### src/rtl/mc_control.sv
// Multicycle RISC-V main controller: Moore FSM sequencing fetch/decode/execute,
// plus combinational immediate-select and ALU-control decoders.
module mc_control (
  input  logic       clk,
  input  logic       reset,
  input  logic [6:0] op,
  input  logic [2:0] funct3,
  input  logic       funct7b5,
  input  logic       Zero,
  output logic       PCWrite,
  output logic       AdrSrc,
  output logic       MemWrite,
  output logic       IRWrite,
  output logic       RegWrite,
  output logic [1:0] ResultSrc,
  output logic [1:0] ALUSrcA,
  output logic [1:0] ALUSrcB,
  output logic [1:0] ImmSrc,
  output logic [2:0] ALUControl,
  output logic [3:0] state
);

  typedef enum logic [3:0] {
    S_FETCH    = 4'd0,
    S_DECODE   = 4'd1,
    S_MEMADR   = 4'd2,
    S_MEMREAD  = 4'd3,
    S_MEMWB    = 4'd4,
    S_MEMWRITE = 4'd5,
    S_EXECUTER = 4'd6,
    S_ALUWB    = 4'd7,
    S_EXECUTEI = 4'd8,
    S_JAL      = 4'd9,
    S_BEQ      = 4'd10
  } state_t;

  localparam logic [6:0] OP_LW  = 7'b0000011;
  localparam logic [6:0] OP_SW  = 7'b0100011;
  localparam logic [6:0] OP_R   = 7'b0110011;
  localparam logic [6:0] OP_I   = 7'b0010011;
  localparam logic [6:0] OP_JAL = 7'b1101111;
  localparam logic [6:0] OP_BEQ = 7'b1100011;

  state_t     state_q, state_d;
  logic       pc_update, branch;
  logic       adr_src, mem_write, ir_write, reg_write;
  logic [1:0] alu_op;

  always_ff @(posedge clk or posedge reset) begin
    if (reset) state_q <= S_FETCH;
    else       state_q <= state_d;
  end

  always_comb begin
    state_d = S_FETCH;
    case (state_q)
      S_FETCH:    state_d = S_DECODE;
      S_DECODE: begin
        case (op)
          OP_LW, OP_SW: state_d = S_MEMADR;
          OP_R:         state_d = S_EXECUTER;
          OP_I:         state_d = S_EXECUTEI;
          OP_JAL:       state_d = S_JAL;
          OP_BEQ:       state_d = S_BEQ;
          default:      state_d = S_FETCH;
        endcase
      end
      S_MEMADR:   state_d = (op == OP_LW) ? S_MEMREAD : S_MEMWRITE;
      S_MEMREAD:  state_d = S_MEMWB;
      S_EXECUTER: state_d = S_ALUWB;
      S_EXECUTEI: state_d = S_ALUWB;
      S_JAL:      state_d = S_ALUWB;
      default:    state_d = S_FETCH;
    endcase
  end

  always_comb begin
    pc_update = 1'b0;
    branch    = 1'b0;
    adr_src   = 1'b0;
    mem_write = 1'b0;
    ir_write  = 1'b0;
    reg_write = 1'b0;
    ResultSrc = 2'b00;
    ALUSrcA   = 2'b00;
    ALUSrcB   = 2'b00;
    alu_op    = 2'b00;
    case (state_q)
      S_FETCH: begin
        ir_write  = 1'b1;
        ALUSrcB   = 2'b10;
        ResultSrc = 2'b10;
        pc_update = 1'b1;
      end
      S_DECODE: begin
        ALUSrcA = 2'b01;
        ALUSrcB = 2'b01;
      end
      S_MEMADR: begin
        ALUSrcA = 2'b10;
        ALUSrcB = 2'b01;
      end
      S_MEMREAD:  adr_src = 1'b1;
      S_MEMWB: begin
        ResultSrc = 2'b01;
        reg_write = 1'b1;
      end
      S_MEMWRITE: begin
        adr_src   = 1'b1;
        mem_write = 1'b1;
      end
      S_EXECUTER: begin
        ALUSrcA = 2'b10;
        alu_op  = 2'b10;
      end
      S_EXECUTEI: begin
        ALUSrcA = 2'b10;
        ALUSrcB = 2'b01;
        alu_op  = 2'b10;
      end
      S_ALUWB:    reg_write = 1'b1;
      S_JAL: begin
        ALUSrcA   = 2'b01;
        ALUSrcB   = 2'b10;
        pc_update = 1'b1;
      end
      S_BEQ: begin
        ALUSrcA = 2'b10;
        alu_op  = 2'b01;
        branch  = 1'b1;
      end
      default: ;
    endcase
  end

  // Write enables are forced low while reset is held so no stray writes occur.
  assign PCWrite  = ~reset & (pc_update | (branch & Zero));
  assign IRWrite  = ~reset & ir_write;
  assign MemWrite = ~reset & mem_write;
  assign RegWrite = ~reset & reg_write;
  assign AdrSrc   = adr_src;
  assign state    = state_q;

  always_comb begin
    case (op)
      OP_SW:   ImmSrc = 2'b01;
      OP_BEQ:  ImmSrc = 2'b10;
      OP_JAL:  ImmSrc = 2'b11;
      default: ImmSrc = 2'b00;
    endcase
  end

  // op[5] separates R-type from I-type so addi with Instr[30] set still adds.
  always_comb begin
    ALUControl = 3'b000;
    case (alu_op)
      2'b01: ALUControl = 3'b001;
      2'b10: begin
        case (funct3)
          3'b000:  ALUControl = (op[5] & funct7b5) ? 3'b001 : 3'b000;
          3'b010:  ALUControl = 3'b101;
          3'b110:  ALUControl = 3'b011;
          3'b111:  ALUControl = 3'b010;
          default: ALUControl = 3'b000;
        endcase
      end
      default: ALUControl = 3'b000;
    endcase
  end

endmodule

### config.mk
export PLATFORM = sky130hd
export DESIGN_NAME = mc_control
export DESIGN_NICKNAME = d
export VERILOG_FILES = /design/src/rtl/mc_control.sv
export SDC_FILE = /design/constraint.sdc
export NUM_CORES = 1
export LEC_CHECK = 0
export BUFFER_PORTS_ARGS = -buffer_cell sky130_fd_sc_hd__buf_4
export CAP_MARGIN = 30
export CELL_PAD_IN_SITES_DETAIL_PLACEMENT = 0
export CELL_PAD_IN_SITES_GLOBAL_PLACEMENT = 1
export CORE_UTILIZATION = 27
export DETAILED_ROUTE_END_ITERATION = 7
export PLACE_DENSITY = 0.74
export SLEW_MARGIN = 25
export SYNTH_ARGS = -nofsm -noshare
export SYNTH_HDL_FRONTEND = slang
export SYNTH_SLANG_ARGS = --single-unit
### constraint.sdc
create_clock -name clk -period 1.89 [get_ports clk]
set_clock_uncertainty 0.15 [all_clocks]
set_input_delay 0.189 -clock clk [delete_from_list [all_inputs] [get_ports clk]]
set_output_delay 0.189 -clock clk [all_outputs]
set_load 0.05 [all_outputs]
# After elaboration in Yosys (flattened, before gate mapping)
# Cells that the tools add are included.
# classes
n_mux	17
eq_ne	21
n_bitwise	8
n_reduce_logical	11
# op_table
operator	n
$pmux 4 s5	2
$eq 4x3->1 const B	4
$pmux 2 s2	4
$eq 7x6->1 const B	2
$eq 7x7->1 const B	2
$eq 4x4->1 const B	3
$pmux 3 s4	1
$reduce_or 2->1	6
$eq 4x2->1 const B	2
$eq 7x2->1 const B	1
$eq 7x5->1 const B	1
$mux 1	7
$and 1x1->1	6
$eq 3x3->1 const B	2
$pmux 2 s3	1
$pmux 3 s2	1
$reduce_or 3->1	2
$eq 4x1->1 const B	1
$logic_not 4->1	1
$reduce_or 4->1	1
$eq 3x2->1 const B	1
$logic_not 3->1	1
$mux 3	1
$eq 2x1->1 const B	1
3 further kinds	3
# word_totals
elab_cells	58
input_bits	14
output_inout_bits	20
register_bits	4

# Depth between registers and ports, before layout
# Gate-level depths: netlist (run 1).
# depth
ltp_word	5
depth_mapped	8
depth_no_buf	7

# Worst setup path after synthesis (run 1)
# OpenSTA, ideal clock, no wires.
# synth_path
kind	register to output
start	reg state_q[2], in the netlist state[2]
end	out ALUControl[1]
stages_incl_launch_ff	6
t_arrival_ns	2.667
slack_ns	-1.116
t_required_ns	1.551
path_buffers	1
cell_sequence	dfrtp_1 -> buf_2 -> nand3_1 -> a21o_1 -> ha_1 -> nor3_1
# synth_between
elab_chain_len	5
elab_cells_between_ends	8
classes_between	eq/ne: 5; mux: 2; reduce/logical: 1
# synth_lines
item	line_no	source
start, declared	44	state_t state_q, state_d;
start signal, assigned	51	else state_q <= state_d;
$eq 4x4->1 or $eq 4x3->1 (tied branches)	88	case (state_q)
$reduce_or 2->1 (no line)	n/a	
$pmux 2 s2 *	88	
$eq 2x2->1 or $eq 2x1->1 (tied branches)	156	case (alu_op)
$pmux 3 s2 *	156	
end, declared	19	output logic [2:0] ALUControl,
# Mark *: on every way between the ends. The rest lies on a longest branch, timed or not.

# Final worst setup path (run 1)
# layout_path
start	reg state_q[3], in the netlist state[3]
end	out ALUControl[1]
# The elaborated chain is that of the path after synthesis.

==> results of run 1 <==
## worst max path at each step
stage	endpoint	slack [ps]
after floorplan	ALUControl[1]	-260
after global placement	ALUControl[2]	50
after detailed placement	ALUControl[1]	30
after CTS	ALUControl[1]	-140
after global routing	ALUControl[1]	-230
final	ALUControl[1]	-150
## layout by cell type, fill, tap and decap left out, drive strengths merged, types with 2 or more instances in the layout
cell type / n
nor4: 2
clkbuf: 3
nand2b: 2
inv: 7
nor3: 7
xor2: 2
o21ai: 2
nand3: 2
buf: 56
a31oi: 2
and2: 2
dfrtp: 4
a21oi: 2
nor2: 10
a21o: 2
ha: 2
nand2: 8
## cell type report
cell class | instances | area [um^2] | share of cell area
clock buffers | 3 | 22.5 | 0.0178
flip-flops and latches | 4 | 105 | 0.0829
inverters | 7 | 26.3 | 0.0207
well taps | 25 | 31.3 | 0.0247
multi-input cells | 59 | 573 | 0.452
repair buffers | 57 | 509 | 0.402
## power by group through the flow
| stage | logic, W | registers, W | clock network (W) |
|---|---|---|---|
| global placement | 0.000760 | 0.000114 | 0 |
| floorplan | 0.000486 | 0.000173 | 0 |
| finish | 0.000917 | 0.000113 | 0.000104 |
| detailed placement | 0.000757 | 0.000115 | 0 |
| global route | 0.000963 | 0.000115 | 0.000117 |
| CTS | 0.000867 | 0.000112 | 0.000110 |
## tightest hold or removal path, stage by stage
cell     delay, ps
buf_4          110
a32oi_1         90
nor2_1          80
## per-layer routing
metal	part of all wire	up-vias	wire length, um
met5	0	-	0
met4	0.0045	0	9
met3	0.046	2	92
met2	0.51	36	1020
met1	0.43	363	857
li1	-	373	-
## repair_timing
action,in CTS,in global routing
endpoints found under the setup margin,5,11
pin swaps,10,5
hold endpoints to repair,4,0
hold buffers,1,0
buffers inserted,13,2
gates resized for setup,17,15
## cell families (layout without fill, tap and decap cells)
kind of cell	count (synthesis)	after routing	share of synthesized area
AO/OA/AOI/OAI	14	14	0.194
XOR/XNOR	3	3	0.0484
adder cells (fa/ha/maj)	3	3	0.0645
buffers and inverters	11	67	0.0899
flip-flops	4	4	0.184
AND/OR/NAND/NOR	39	39	0.419
## metrics by stage
step / setup slack (ps) / hold slack [ps] / setup TNS [ps] / power, W
6_report: -154 / 128 / -515 / 0.00113
5_1_grt: -232 / 156 / -988 / 0.00119
4_1_cts: -143 / 125 / -336 / 0.00109
3_5_place_dp: 30.9 / 5.33 / 0 / 0.000872
3_3_place_gp: 45.3 / 4.04 / 0 / 0.000875
2_1_floorplan: -264 / -180 / -1320 / 0.000660
==> run metrics, run 1 <==
status=complete, but fails checks; failing checks=negative setup slack; CP max stage delay=430 ps; worst-case vdd ir drop=676 uV; Hold Path Depth=3; worst skew pair latency=230 ps; Final Cell Area=0.00127 mm^2; GRT busiest layer=met2; Placed Instances=137; TritonCTS buffer count=3; Final Cycle Share=1.08; P&R area growth vs syn=133%; Largest register FFs=4; first drt pass iteration count=4; post-DP HPWL=1.43 mm; WL final=1.98 mm; worst reg-to-reg path cell count=6; Port Buffers=33; Yosys top cell by area=dfrtp_1; FILL cells=151; Yosys reg bits=4; cell mode on critical path=buf_6; register area share after synthesis=0.184; top cells by area, synth=dfrtp_1 (18%), nor2_1 (6.2%), nand2_1 (5.5%); final setup fails=5; Net Switching=0.000600 W; vias=774; combinational share of power=0.809; Syn. warnings=0; Startpoint Class=flip-flop; ANT cells=0; WS Path Type=reg -> out; Leak=0.597 nW; Clock Tree Root=clkbuf_4; Max Clk Rate=0.489 GHz; met1 Use GR=0.253; critical path arrival=1700 ps; CP startpoint=state[3]; pwr/cell area=895 mW/mm^2; Die Width=46.8 um; # nets final=148; post-route worst setup slack=-154 ps; core area=0.00180 mm^2; grt ovf=0; std cell rows=15; Slew Limit Fails=0; drt first-iter violations=12; most common cell in the netlist=nor2_1; Synth top area share=0.184; M2 GR Usage=0.342; Post-Syn Area=543 um^2; largest net degree at the start of global routing=9; final hold vios=0; EDFF count, synth=0; critical-path maximum fanout=4; r2r setup slk=230 ps; CP Capture Type=output pin; Die Y=46.8 um; layout cell share with drive strength beyond 1=0.708; Primary FF master, synth=dfrtp_1; RR Startpoint=state[1]; full die area=0.00219 mm^2; slowest CP cell=dfrtp_2; Syn Area/Cell=7.34 um^2; Final ANT Viol Nets=0; synth unique cells=37; RSZ-0062 raised after global routing=yes; switching share of power=0.529; clk buf depth=2; total track usage=0.202; WP data required=1550 ps; crit path time final=2040 ps; Reg power frac=0.100; final design utilization=0.703; vias in the first global route=748; DRC=0; Routability Congestion=0.775; cell internal pwr=0.000534 W; Buf/Inv on CP=3; first-pass GRT wire length=3.12 mm; Clk pwr share=0.091; crit-path cells=inv_2 > nand3_2 > a21o_1 > buf_6 > ha_4 > nor3_4 > buf_6; Post-Syn Nets=90; Least-Margin Pin Slew=443 ps; CTS sink count=4; Post-Syn Instances=74; H-tree depth=1; Worst path depth=7; Starting Density=0.301; global-route track usage on met3=0.00769; type of the most critical hold path=in -> reg; Synth async-reset ratio=1.00; WHS Endpoint=state[3]; Max-cap violations=0; # IOs=34; Placed Area=990 um^2; Layout Cells excl Fill=155; initial antenna violation count=0; Via density=4.99; per-cell routed wire length=12.8 um; min-delay src=op[4]; reg-to-reg endpoint=state[2]; CTS clk-pin slew, worst paths=40 ps; Post-synth top cells=nor2_1 (9), nand2_1 (8), inv_1 (5), nor3_1 (5), dfrtp_1 (4); CTS tree=done; Worst slew margin=0.702; Crit path max-delay family=flip-flops
Note: power is estimated with default switching activity, not from simulation.
==> inputs of run 2 (changes only) <==
Settings changed: PLACE_DENSITY 0.74 to unset, PLACE_DENSITY_LB_ADDON set to 0.1.
==> run 2 against run 1 <==
Effect of this change: the flow still finishes with violations (negative setup slack); critical path depth fell by 1; sequential share of layout area rose by 1.2 points; flip-flop and latch count did not move; final area fell by 12%; maximum frequency rose by 1.3%; global-route usage fell by 2.7 points; count of clock-buffer cells in the layout did not move; non-clock buffer count fell by 11.
==> run metrics, run 2 (synthesized netlist as in run 1, its figures left out) <==
status=complete, but fails checks (unchanged); failing checks=negative setup slack (unchanged); Clock Tree Root=clkbuf_4 (unchanged); Final Cell Area=0.00111 mm^2 (was 0.00127 mm^2); Routability Congestion=0.701 (was 0.775); Largest register FFs=4 (unchanged); Final ANT Viol Nets=0 (unchanged); CP Capture Type=output pin (unchanged); Worst slew margin=0.638 (was 0.702); vias=711 (was 774); ANT cells=0 (unchanged); # IOs=34 (unchanged); pre-CTS WS=6.74 ps (was 30.9 ps); # nets final=137 (was 148); FILL cells=166 (was 151); Final Cycle Share=1.07 (was 1.08); most common cell after layout, fill and taps aside=buf_4 (unchanged); worst-case vdd ir drop=579 uV (was 676 uV); CTS tree=done (unchanged); WP data required=1550 ps (about the same); Starting Density=0.301 (unchanged); Leak=0.523 nW (was 0.597 nW); P&R area growth vs syn=105% (was 133%); Die Width=46.8 um (unchanged); Least-Margin Pin Slew=537 ps (was 443 ps); post-DP HPWL=1.27 mm (was 1.43 mm); CTS sink count=4 (unchanged); final design utilization=0.617 (was 0.703); met1 Use GR=0.203 (was 0.253); Min Hold Slack=138 ps (was 128 ps); WL final=1.64 mm (was 1.98 mm); first-pass GRT wire length=2.69 mm (was 3.12 mm); final hold vios=0 (unchanged); M2 GR Usage=0.303 (was 0.342); RSZ-0062 raised after global routing=yes (unchanged); Startpoint Class=flip-flop (unchanged); commonest cells after routing, fill and taps aside=buf_4 (36), buf_6 (7), nand2_1 (6) (was buf_4 (38), buf_6 (15), nand2_1 (5), inv_1 (5)); Slew Limit Fails=0 (unchanged); layout cell share with drive strength beyond 1=0.655 (was 0.708); Placed Instances=135 (was 137); critical path arrival=1680 ps (was 1700 ps); WS Path Type=reg -> out (unchanged); drt first-iter violations=9 (was 12); Via density=4.94 (was 4.99); Max Clk Rate=0.496 GHz (was 0.489 GHz); Placed Area=975 um^2 (was 990 um^2); largest net degree at the start of global routing=13 (was 9); clk buf depth=2 (unchanged); grt ovf=0 (unchanged); crit path time final=2020 ps (was 2040 ps); total track usage=0.175 (was 0.202); post-route worst setup slack=-128 ps (was -154 ps); global-route track usage on met3=0.0423 (was 0.00769); worst skew pair latency=240 ps (was 230 ps); critical-path maximum fanout=7 (was 4); Die Y=46.8 um (unchanged); Max-cap violations=0 (unchanged); H-tree depth=1 (unchanged); first drt pass iteration count=4 (unchanged); pwr/cell area=911 mW/mm^2 (was 895 mW/mm^2); type of the most critical hold path=in -> reg (unchanged); Layout Cells excl Fill=144 (was 155); TritonCTS buffer count=3 (unchanged); DRC=0 (unchanged); full die area=0.00219 mm^2 (unchanged); vias in the first global route=657 (was 748); core area=0.00180 mm^2 (unchanged); per-cell routed wire length=11.4 um (was 12.8 um); final setup fails=4 (was 5); GRT busiest layer=met2 (unchanged); initial antenna violation count=0 (unchanged); CTS clk-pin slew, worst paths=40 ps (about the same); std cell rows=15 (unchanged); Port Buffers=33 (unchanged)
[run 2: metrics by stage]
stage / total power (W) / TNS [ps]
2_1_floorplan: 0.000660 / -1320
3_3_place_gp: 0.000851 / 0
3_5_place_dp: 0.000849 / 0
4_1_cts: 0.000993 / -447
5_1_grt: 0.00107 / -711
6_report: 0.00101 / -389
[run 2: what timing repair did]
action | 4_1_cts | 5_1_grt
gates resized for setup | 13 | 5
endpoints found under the setup margin | 4 | 8
endpoints found under the hold margin | 4 | 0
buffers inserted | 4 | 1
hold buffers | 1 | 0
pin swaps | 3 | 0
[run 2: layout make-up]
type	instances	area, um^2	area share
repair buffers	46	389	0.350
flip-flops and latches	4	105	0.0945
inverters	7	28.8	0.0259
well taps	25	31.3	0.0281
clock buffers	3	22.5	0.0202
multi-input cells	59	536	0.481
[run 2: power breakdown]
part / switching [W] / internal (W) / leakage, nW / total [W]
clock network: 0.0000344 / 0.0000710 / 0.0138 / 0.000105
logic: 0.000519 / 0.000274 / 0.462 / 0.000793
registers: 0.0000124 / 0.000103 / 0.0473 / 0.000115
total: 0.000566 / 0.000448 / 0.523 / 0.00101
[run 2: layer usage]
metal,routed length (um),part of all wire
met4,12,0.0073
met1,669,0.41
met2,833,0.51
met3,119,0.073
met5,0,0
[run 2: final timing paths]
check                              start             to  slack [ps]  depth (start not counted)
worst max-delay path            state[2]  ALUControl[1]        -130                          6
worst max register to register  state[1]       state[1]         210                          6
min in group asynchronous          reset       state[0]         300                          3
worst min-delay path               op[2]       state[0]         140                          3
max in group asynchronous          reset       state[3]        1070                          3
worst min register to register  state[1]       state[2]         390                          1
[run 2: critical path: stages (launching register included)]
cell and delay, ps:
dfrtp_2 470, nor2_4 120, nand2_2 60, a21o_1 190, ha_4 250, nor3_4 180
buf_6 170
==> inputs of run 3 (changes only) <==
Settings changed: CORE_ASPECT_RATIO set to 1.4.
==> run 3 against run 2 <==
Effect of this change: the flow still finishes with violations (negative setup slack); first-iteration DRC count is 22% higher; flip-flop and latch count stayed put; non-clock buffer count is 4 lower; clock power hardly changed; combinational power is 0.9% higher; final cell count is 6.3% lower; maximum frequency is 1.6% lower; register-to-register slack better by 60 ps; hold slack better by 1.5 ps; total power is 0.92% higher.
==> run metrics, run 3 (synthesized netlist as in run 1, its figures left out) <==
Routability Congestion=0.758 (was 0.701); std cell rows=18 (was 15); most common cell after layout, fill and taps aside=buf_4 (unchanged); DRC=0 (unchanged); post-route worst setup slack=-161 ps (was -128 ps); full die area=0.00220 mm^2 (was 0.00219 mm^2); CTS clk-pin slew, worst paths=40 ps (about the same); critical-path maximum fanout=5 (was 7); largest net degree at the start of global routing=13 (unchanged); CTS sink count=4 (unchanged); first drt pass iteration count=4 (unchanged); Die Width=39.9 um (was 46.8 um); Layout Cells excl Fill=135 (was 144); vias=716 (was 711); worst-case vdd ir drop=360 uV (was 579 uV); first-pass GRT wire length=3.01 mm (was 2.69 mm); Final ANT Viol Nets=0 (unchanged); ANT cells=0 (unchanged); min-delay src=op[4] (was op[2]); Min Hold Slack=139 ps (was 138 ps); post-DP HPWL=1.43 mm (was 1.27 mm); type of the most critical hold path=in -> reg (unchanged); Max-cap violations=0 (unchanged); drt first-iter violations=11 (was 9); Via density=5.30 (was 4.94); CTS tree=done (unchanged); r2r setup slk=270 ps (was 210 ps); failing checks=negative setup slack (unchanged); WHS Endpoint=state[3] (was state[0]); Hold Path Depth=3 (unchanged); P&R area growth vs syn=105% (about the same); final setup fails=3 (was 4); worst reg-to-reg path cell count=5 (was 6); WP data required=1550 ps (about the same); worst skew pair latency=240 ps (about the same); Placed Instances=128 (was 135); status=complete, but fails checks (unchanged); setup tns final=-424 ps (was -389 ps); core area=0.00182 mm^2 (was 0.00180 mm^2); Startpoint Class=flip-flop (unchanged); pwr/cell area=921 mW/mm^2 (was 911 mW/mm^2); clk buf depth=2 (unchanged); grt ovf=0 (unchanged); GRT busiest layer=met2 (unchanged); initial antenna violation count=0 (unchanged); layout cell share with drive strength beyond 1=0.661 (was 0.655); total track usage=0.202 (was 0.175); final hold vios=0 (unchanged); final design utilization=0.609 (was 0.617); # nets final=133 (was 137); critical path arrival=1710 ps (was 1680 ps); WL final=1.71 mm (was 1.64 mm); per-cell routed wire length=12.7 um (was 11.4 um); FILL cells=169 (was 166); RR Startpoint=state[1] (unchanged); # IOs=34 (unchanged); Slew Limit Fails=0 (unchanged); Clock Tree Root=clkbuf_4 (unchanged); Largest register FFs=4 (unchanged); Leak=0.506 nW (was 0.523 nW); crit path time final=2050 ps (was 2020 ps); Port Buffers=33 (unchanged); WS Path Type=reg -> out (unchanged); Final Cycle Share=1.09 (was 1.07); Worst slew margin=0.746 (was 0.638); pre-CTS WS=-0.889 ps (was 6.74 ps); commonest cells after routing, fill and taps aside=buf_4 (32), nand2_1 (7), nor2_1 (5), buf_6 (5) (was buf_4 (36), buf_6 (7), nand2_1 (6)); CP Capture Type=output pin (unchanged); M2 GR Usage=0.387 (was 0.303); Die Y=55.1 um (was 46.8 um); Least-Margin Pin Slew=378 ps (was 537 ps); Max Clk Rate=0.487 GHz (was 0.496 GHz); reg-to-reg endpoint=state[1] (unchanged); vias in the first global route=660 (was 657); global-route track usage on met3=0.0240 (was 0.0423); TritonCTS buffer count=3 (unchanged); H-tree depth=1 (unchanged); RSZ-0062 raised after global routing=yes (unchanged); met1 Use GR=0.200 (was 0.203); Starting Density=0.298 (was 0.301)
==> run 3: worst max path at each step <==
stage | startpoint | endpoint | slack, ps
final | state[1] | ALUControl[1] | -160
after global routing | state[1] | ALUControl[2] | -230
after CTS | state[1] | ALUControl[1] | -170
after detailed placement | state[0] | ALUControl[0] | -0.9
after global placement | state[2] | ALUControl[1] | 50
after floorplan | state[2] | ALUControl[1] | -260
==> run 3: timing repair <==
item	CTS	global route
buffers inserted	3	2
endpoints found under the hold margin	4	0
pin swaps	3	3
resized for setup	15	7
endpoints found under the setup margin	4	7
hold buffers	1	0
==> run 3: where the power goes <==
part	leakage [nW]	switching, W	internal [W]	total, W
logic	0.445	0.000524	0.000276	0.000800
clock network	0.0138	0.0000356	0.0000710	0.000107
registers	0.0473	0.0000134	0.000103	0.000116
==> run 3: final cells by class <==
class | instances | area (um^2) | area share
inverter | 7 | 32.5 | 0.0293
timing repair buffer | 42 | 372 | 0.334
multi-input combinational | 59 | 554 | 0.499
tap | 20 | 25.0 | 0.0225
clock buffer | 3 | 22.5 | 0.0203
sequential | 4 | 105 | 0.0946
==> run 3: critical path, cell delays in order, from the launching register on <==
cell	delay (ps)
dfrtp_2	460
buf_6	130
nand3_2	40
a21o_1	220
ha_4	250
nor3_4	180
buf_6	180
==> run 3: through the flow <==
| step | instance area (um^2) | power [W] |
|---|---|---|
| 2_1_floorplan | 688 | 0.000660 |
| 3_3_place_gp | 966 | 0.000852 |
| 3_5_place_dp | 966 | 0.000858 |
| 4_1_cts | 1090 | 0.00102 |
| 5_1_grt | 1110 | 0.00108 |
| 6_report | 1110 | 0.00102 |
==> run 3: layer usage <==
metal,part of all wire,vias to the layer above
met1,0.35,332
met5,0,-
met2,0.60,29
met4,0.013,0
li1,-,352
met3,0.038,3
